$ cat src/rtl/tri_bus_arbiter.sv
// rtl/tri_bus_arbiter.sv - round-robin owner sequencer for a shared tri-state bus
// Grants one driver at a time and keeps every oe low for TA_CYCLES between owners.
module tri_bus_arbiter #(
    parameter int N_REQ     = 4,
    parameter int TA_CYCLES = 1,
    parameter int MAX_HOLD  = 16
) (
    input  logic                     clk,
    input  logic                     rst_n,
    input  logic [N_REQ-1:0]         req,
    output logic [N_REQ-1:0]         gnt,
    output logic [N_REQ-1:0]         oe,
    output logic [$clog2(N_REQ)-1:0] owner,
    output logic                     busy,
    output logic                     timeout
);

    localparam int IDX_W  = $clog2(N_REQ);
    localparam int HOLD_W = $clog2(MAX_HOLD + 1);
    localparam int TA_W   = $clog2(TA_CYCLES + 1);

    localparam logic [N_REQ-1:0]  ONE      = N_REQ'(1);
    localparam logic [IDX_W-1:0]  LAST_IDX = IDX_W'(N_REQ - 1);
    localparam logic [HOLD_W-1:0] HOLD_MAX = HOLD_W'(MAX_HOLD);
    localparam logic [TA_W-1:0]   TA_LAST  = TA_W'(TA_CYCLES);

    typedef enum logic [1:0] {
        IDLE  = 2'd0,
        GRANT = 2'd1,
        TURN  = 2'd2
    } state_t;

    state_t            state;
    logic [IDX_W-1:0]  rr_ptr;
    logic [HOLD_W-1:0] hold_cnt;
    logic [TA_W-1:0]   ta_cnt;

    logic [N_REQ-1:0]  hi_mask;
    logic [N_REQ-1:0]  hi_req;
    logic              win_found;
    logic [IDX_W-1:0]  win_idx;
    logic              owner_req;
    logic              release_now;
    logic [IDX_W-1:0]  next_ptr;

    // Requests at or above rr_ptr take priority; otherwise the search wraps to bit 0.
    assign hi_mask = ~((ONE << rr_ptr) - ONE);
    assign hi_req  = req & hi_mask;

    always_comb begin
        win_found = |req;
        win_idx   = '0;
        for (int i = N_REQ - 1; i >= 0; i--) begin
            if (req[i]) begin
                win_idx = IDX_W'(i);
            end
        end
        for (int i = N_REQ - 1; i >= 0; i--) begin
            if (hi_req[i]) begin
                win_idx = IDX_W'(i);
            end
        end
    end

    assign owner_req   = req[owner];
    assign release_now = !owner_req || (hold_cnt == HOLD_MAX);
    assign next_ptr    = (owner == LAST_IDX) ? '0 : owner + IDX_W'(1);

    always_ff @(posedge clk or negedge rst_n) begin
        if (!rst_n) begin
            state    <= IDLE;
            gnt      <= '0;
            owner    <= '0;
            timeout  <= 1'b0;
            rr_ptr   <= '0;
            hold_cnt <= '0;
            ta_cnt   <= '0;
        end else begin
            timeout <= 1'b0;
            case (state)
                IDLE: begin
                    if (win_found) begin
                        gnt      <= ONE << win_idx;
                        owner    <= win_idx;
                        hold_cnt <= HOLD_W'(1);
                        state    <= GRANT;
                    end
                end
                GRANT: begin
                    if (release_now) begin
                        gnt     <= '0;
                        rr_ptr  <= next_ptr;
                        ta_cnt  <= TA_W'(1);
                        // A still-requesting owner here was cut off by the hold limit.
                        timeout <= owner_req;
                        state   <= TURN;
                    end else begin
                        hold_cnt <= hold_cnt + HOLD_W'(1);
                    end
                end
                TURN: begin
                    if (ta_cnt == TA_LAST) begin
                        if (win_found) begin
                            gnt      <= ONE << win_idx;
                            owner    <= win_idx;
                            hold_cnt <= HOLD_W'(1);
                            state    <= GRANT;
                        end else begin
                            state <= IDLE;
                        end
                    end else begin
                        ta_cnt <= ta_cnt + TA_W'(1);
                    end
                end
                default: begin
                    gnt   <= '0;
                    state <= IDLE;
                end
            endcase
        end
    end

    assign oe   = gnt;
    assign busy = |gnt;

endmodule

$ cat config.mk
export PLATFORM = sky130hd
export DESIGN_NAME = tri_bus_arbiter
export DESIGN_NICKNAME = d
export VERILOG_FILES = /design/src/rtl/tri_bus_arbiter.sv
export SDC_FILE = /design/constraint.sdc
export NUM_CORES = 1
export LEC_CHECK = 0
export CORE_UTILIZATION = 50
export CTS_CLUSTER_DIAMETER = 40
export DETAILED_ROUTE_END_ITERATION = 12
export PLACE_DENSITY = 0.76
export SYNTH_ARGS = -nofsm -noshare
export SYNTH_HDL_FRONTEND = slang
export SYNTH_SLANG_ARGS = --single-unit
$ cat constraint.sdc
create_clock -name clk -period 2.2 [get_ports clk]
set_input_delay 0.66 -clock clk [delete_from_list [all_inputs] [get_ports clk]]
set_output_delay 0.66 -clock clk [all_outputs]
set_load 0.01 [all_outputs]
# Word level (Yosys, flattened, before mapping)
# Cells that the tools add are included.
# classes
eq_ne,8
n_reduce_logical,14
magnitude_cmp,1
n_mux,32
n_shift,2
bitwise,2
addsub,4
# ops
op,n
two-way mux 2 bit,14
two-way mux 5 bit,3
case mux 5 bit (3 select lines),1
two-way mux 4 bit,3
case mux 4 bit (3 select lines),1
"inequality test 2 bit, second input constant",4
AND reduction 2 bit,4
OR reduction 4 bit,2
"left shift 1 x 2 -> 4 bit, first input constant",2
two-way mux 1 bit,6
case mux 2 bit (3 select lines),1
AND reduction 3 bit,2
"adder 5 x 1 -> 5 bit, second input constant",1
"== test 5 bit, second input constant",1
AND 4 bit,1
"== test 2 bit, second input constant",2
inverter 4 bit,1
case mux 2 bit (2 select lines),1
nonzero test 2 bit,2
"subtractor 4 x 1 -> 4 bit, second input constant",1
"< comparator 2 x 3 -> 1 bit, second input constant",1
nonzero test 3 bit,1
"adder 2 x 1 -> 2 bit, second input constant",1
binary-select mux 1 bit (select 2 bit),1
other kinds (6),6
# totals
wordCells,70
out_inout_bits,12
regBits,17
inputBits,6

# Depth between registers and ports, before layout
# logic_depth
ltp_word,12
ltp_mapped,8
mapped_depth_nobuf,6

# Worst setup path before layout
# Ideal clock, no wire load.
# synth_timing
path_kind,input port to flip-flop
startpoint,input port req[3]
endpoint,register hold_cnt[2]
cell_stages,6
setup_ns,0.122
required_ns,2.078
path_buffers,2
t_arrival_ns,2.006
path_slack_ns,0.073
cell_sequence,mux4_2 and3_1 buf_6 or2_1 clkbuf_1 a32o_1
# synth_via
elab_chain_len,6
word_cells_on_any_way,10
cone_classes,1 x eq/ne; 5 x mux; 4 x reduce/logical
# synth_rtl
item,line_no,text
from (decl),10,"input logic [N_REQ-1:0] req,"
binary-select mux 1 bit (select 2 bit),65,assign owner_req = req[owner];
two-way mux 1 bit (not written as such),65,
zero test 1 bit,66,assign release_now = !owner_req || (hold_cnt == HOLD_MAX);
logical OR 1 bit,66,
inequality test 2 bit (no line),-,
AND reduction 3 bit (no line),-,
to (signal assigned),98,hold_cnt <= hold_cnt + HOLD_W'(1);
to (decl),35,logic [HOLD_W-1:0] hold_cnt;
# Several ways; a longest one is shown, not always the timed one. The select of a mux whose other input is x is not followed.
# A chain may end at the register's enable or synchronous reset.

# Worst setup path in the final report
# layout_timing
startpoint,input port req[3]
endpoint,register gnt[0]
# layout_via
elab_chain_len,12
word_cells_on_any_way,20
cone_classes,1 x eq/ne; 1 x shift; 13 x mux; 1 x bitwise; 4 x reduce/logical
# layout_rtl
item,line_no,text
two-way mux 2 bit (4 in a row),54,if (req[i]) begin
two-way mux 2 bit (4 in a row),59,if (hi_req[i]) begin
left shift 1 x 2 -> 4 bit,"83, 104",
two-way mux 4 bit,"82, 103",
two-way mux 4 bit,102,if (ta_cnt == TA_LAST) begin
case mux 4 bit (3 select lines),80,case (state)
to (signal assigned),83,gnt <= ONE << win_idx;
to (signal assigned),104,gnt <= ONE << win_idx;
to (decl),11,"output logic [N_REQ-1:0] gnt,"
# Several ways; a longest one is shown, not always the timed one. The select of a mux whose other input is x is not followed.

==> flow_metrics.py <==
metrics = {
    "sta": {
        "fin_crit_ps": 2170,
        "skew_ps": 11.1,
        "worst_slack_ps": 32.9,
        "max_slew_margin_pct": 62.4,
        "fmax_mhz": 461,
        "worst_slew_pin_slew_ps": 560,
        "setup_viol_count_final": 0,
        "report.final.slew_viol_count": 0,
        "finalHoldViolCount": 0,
        "min_period_over_period_pct": 98.5,
    },
    "detailed_routing": {
        "wl_met3_um": 77,
        "vias": 824,
        "drc": 0,
        "drtPass1Iterations": 4,
        "viasPerCell": 5.72,
        "drt_iter0_markers": 13,
        "wl_per_cell_um": 14.4,
        "met2_length_um": 1050,
        "topRoutingLayerUsed": "met4",
        "wl_met1_um": 931,
        "ant_nets": 0,
        "finalWirelength_um": 2070,
    },
    "clock_network": {
        "ctsHtreeMaxLevel": 1,
        "cts.sinks": 17,
        "insertion_delay_ps": 300,
        "clk_pin_slew_ps": 120,
        "clk_path_buf_depth": 2,
        "root_buffer": "clkbuf_4",
        "cts_buffers": 3,
        "cts_tree": "done",
    },
    "place": {
        "pre_cts_slack_ps": -362,
        "port_buffers": 17,
        "gp_congestion": 0.797,
        "place_area_sq_um": 1200,
        "placedCellCount": 140,
        "place_hpwl_um": 1510,
    },
    "synthesis": {
        "ys_types": 35,
        "syn_area_sq_um": 942,
        "synth_enable_flop_cells": 0,
        "syn_area_per_cell_sq_um": 10.2,
        "ys_seq_area_share_pct": 45.2,
        "synth_flop_cell": "dfrtp_1",
        "yosysWarnings": 0,
        "synth_seq_cells": 17,
        "synthArstFlopShare_pct": 100,
        "syn_inst": 92,
        "syn_nets": 101,
    },
    "power": {
        "seqPwrFrac_pct": 33.7,
        "p_sw_mw": 0.692,
        "ir_drop_uv": 712,
        "power.total_mw": 1.75,
        "clockPowerShare_pct": 10.0,
        "p_leak_nw": 0.554,
        "p_int_mw": 1.06,
        "switching_share_pct": 39.6,
        "cellPowerDensity_nw_per_um2": 1380,
        "combPwrFrac_pct": 56.2,
    },
    "final_layout": {
        "fin_nets": 129,
        "drive_gt1_share_pct": 27.7,
        "area_growth_pct": 34.7,
        "final_cell_area_sq_um": 1270,
        "diodes": 0,
        "stdcell_count": 144,
        "fill_cells": 139,
    },
    "hold_path": {
        "hold_path_class": "reg2reg",
    },
    "floorplan": {
        "std_cell_rows": 15,
        "fp.dieW_um": 45.4,
        "initial_utilization_pct": 54.0,
        "fp.dieArea_sq_um": 2060,
        "core_area_sq_um": 1750,
        "die_y_um": 45.4,
        "num_io_pins": 18,
    },
    "setup_path": {
        "criticalPathCategory": "in2reg",
        "arrival_ps": 2370,
        "crit_path_end_kind": "flop",
        "worstPathMaxFanout": 4,
        "critPathRequiredTime_ps": 2400,
        "critPathLaunchType": "input port",
    },
    "flow_run": {
        "drv_cap": 0,
    },
    "run_status": {
        "status": "completed",
    },
    "grt": {
        "overflow": 0,
        "grt_pass1_wl_um": 3290,
        "grtUsageTotal_pct": 22.5,
        "grt_max_degree": 18,
        "grt_pass1_vias": 755,
        "antenna_found_initial": 0,
    },
}
==> layer usage <==
metal / global-route usage [%] / vias to the layer above
li1: - / 388
met1: 30.6 / 405
met2: 34.9 / 29
met3: 4.76 / 2
met4: 9.09 / 0
met5: 0 / -
==> critical path: stages <==
cell             delay, ps
clkdlybuf4s50_1        420
mux4_2                 490
and3_4                 200
or2_4                  280
o41ai_2                320
==> sequential cells by signal (all words and copies together) (netlist names) <==
signal    count
gnt           4
timeout       1
rr_ptr        2
owner         2
ta_cnt        1
state         2
hold_cnt      5
==> timing repair <==
action,in CTS,in global routing
setup endpoints to repair,5,9
setup buffers,0,0
gates resized for setup,3,6
pin swaps,0,2
hold buffers,0,0
==> layout by cell type, fill, tap and decap left out, types with 4 or more instances in the layout <==
cell / count
a21oi_1: 4
clkdlybuf4s50_1: 16
inv_1: 4
buf_4: 14
o21ai_0: 6
o41ai_2: 4
nand2_1: 5
dfrtp_1: 17
nor3_1: 4
==> cell type report <==
type                       count  area (sq um)  share of cell area (%)
sequential                    17           425                    33.5
timing repair buffer          31           275                    21.7
clock inverter                 1          5.00                   0.394
multi-input combinational     63           494                    39.0
clock buffer                   3          22.5                    1.78
tap                           25          31.3                    2.47
inverter                       4          15.0                    1.18
==> final timing paths <==
check,start,to,slack (ps),cells past startpoint
worst max-delay path,req[3],gnt[0],30,5
min in group asynchronous,rst_n,ta_cnt,660,2
worst max register to register,owner[0],gnt[0],320,4
worst min register to register,ta_cnt,state[1],490,1
max in group asynchronous,rst_n,gnt[3],1340,2
worst min-delay path,ta_cnt,state[1],490,1
==> power by group through the flow <==
stage	logic [mW]	registers [mW]	clock network, mW
after detailed placement	0.927	0.586	0
after global placement	0.905	0.579	0
after global routing	1.07	0.615	0.188
final	0.984	0.590	0.175
after CTS	0.939	0.581	0.174
after floorplan	0.568	0.552	0
==> cell usage after synthesis, types with 3 or more instances <==
cell	instances	share of area (%)
nor2_1	3	1.2
ha_1	3	4.0
o21ai_0	6	3.2
nor3_1	4	2.1
nand3_1	3	1.6
mux2_2	3	3.6
inv_1	4	1.6
clkbuf_1	3	1.2
buf_4	4	3.2
o41ai_1	4	3.7
nor2b_1	3	2.0
a21oi_1	5	2.7
nand2_1	5	2.0
dfrtp_1	17	45
==> through the flow <==
stage	setup TNS (ps)	utilization, %	hold WS, ps
floorplan	0	-	364
global placement	-2660	68.5	460
detailed placement	-3180	68.5	485
CTS	0	70.8	500
global route	-11.5	72.7	528
finish	0	72.7	494
==> cells by family (layout without fill, tap and decap cells) <==
| family | Yosys count | count (layout) | synth area share (%) |
|---|---|---|---|
| adders and majority gates | 3 | 3 | 3.98 |
| DFF | 17 | 17 | 45.2 |
| AOI/OAI and AO/OA | 25 | 25 | 18.1 |
| and+or+nand+nor | 29 | 29 | 17.5 |
| buffers and inverters | 12 | 39 | 7.17 |
| muxes | 6 | 6 | 8.10 |
(Power assumes the default switching activity.)
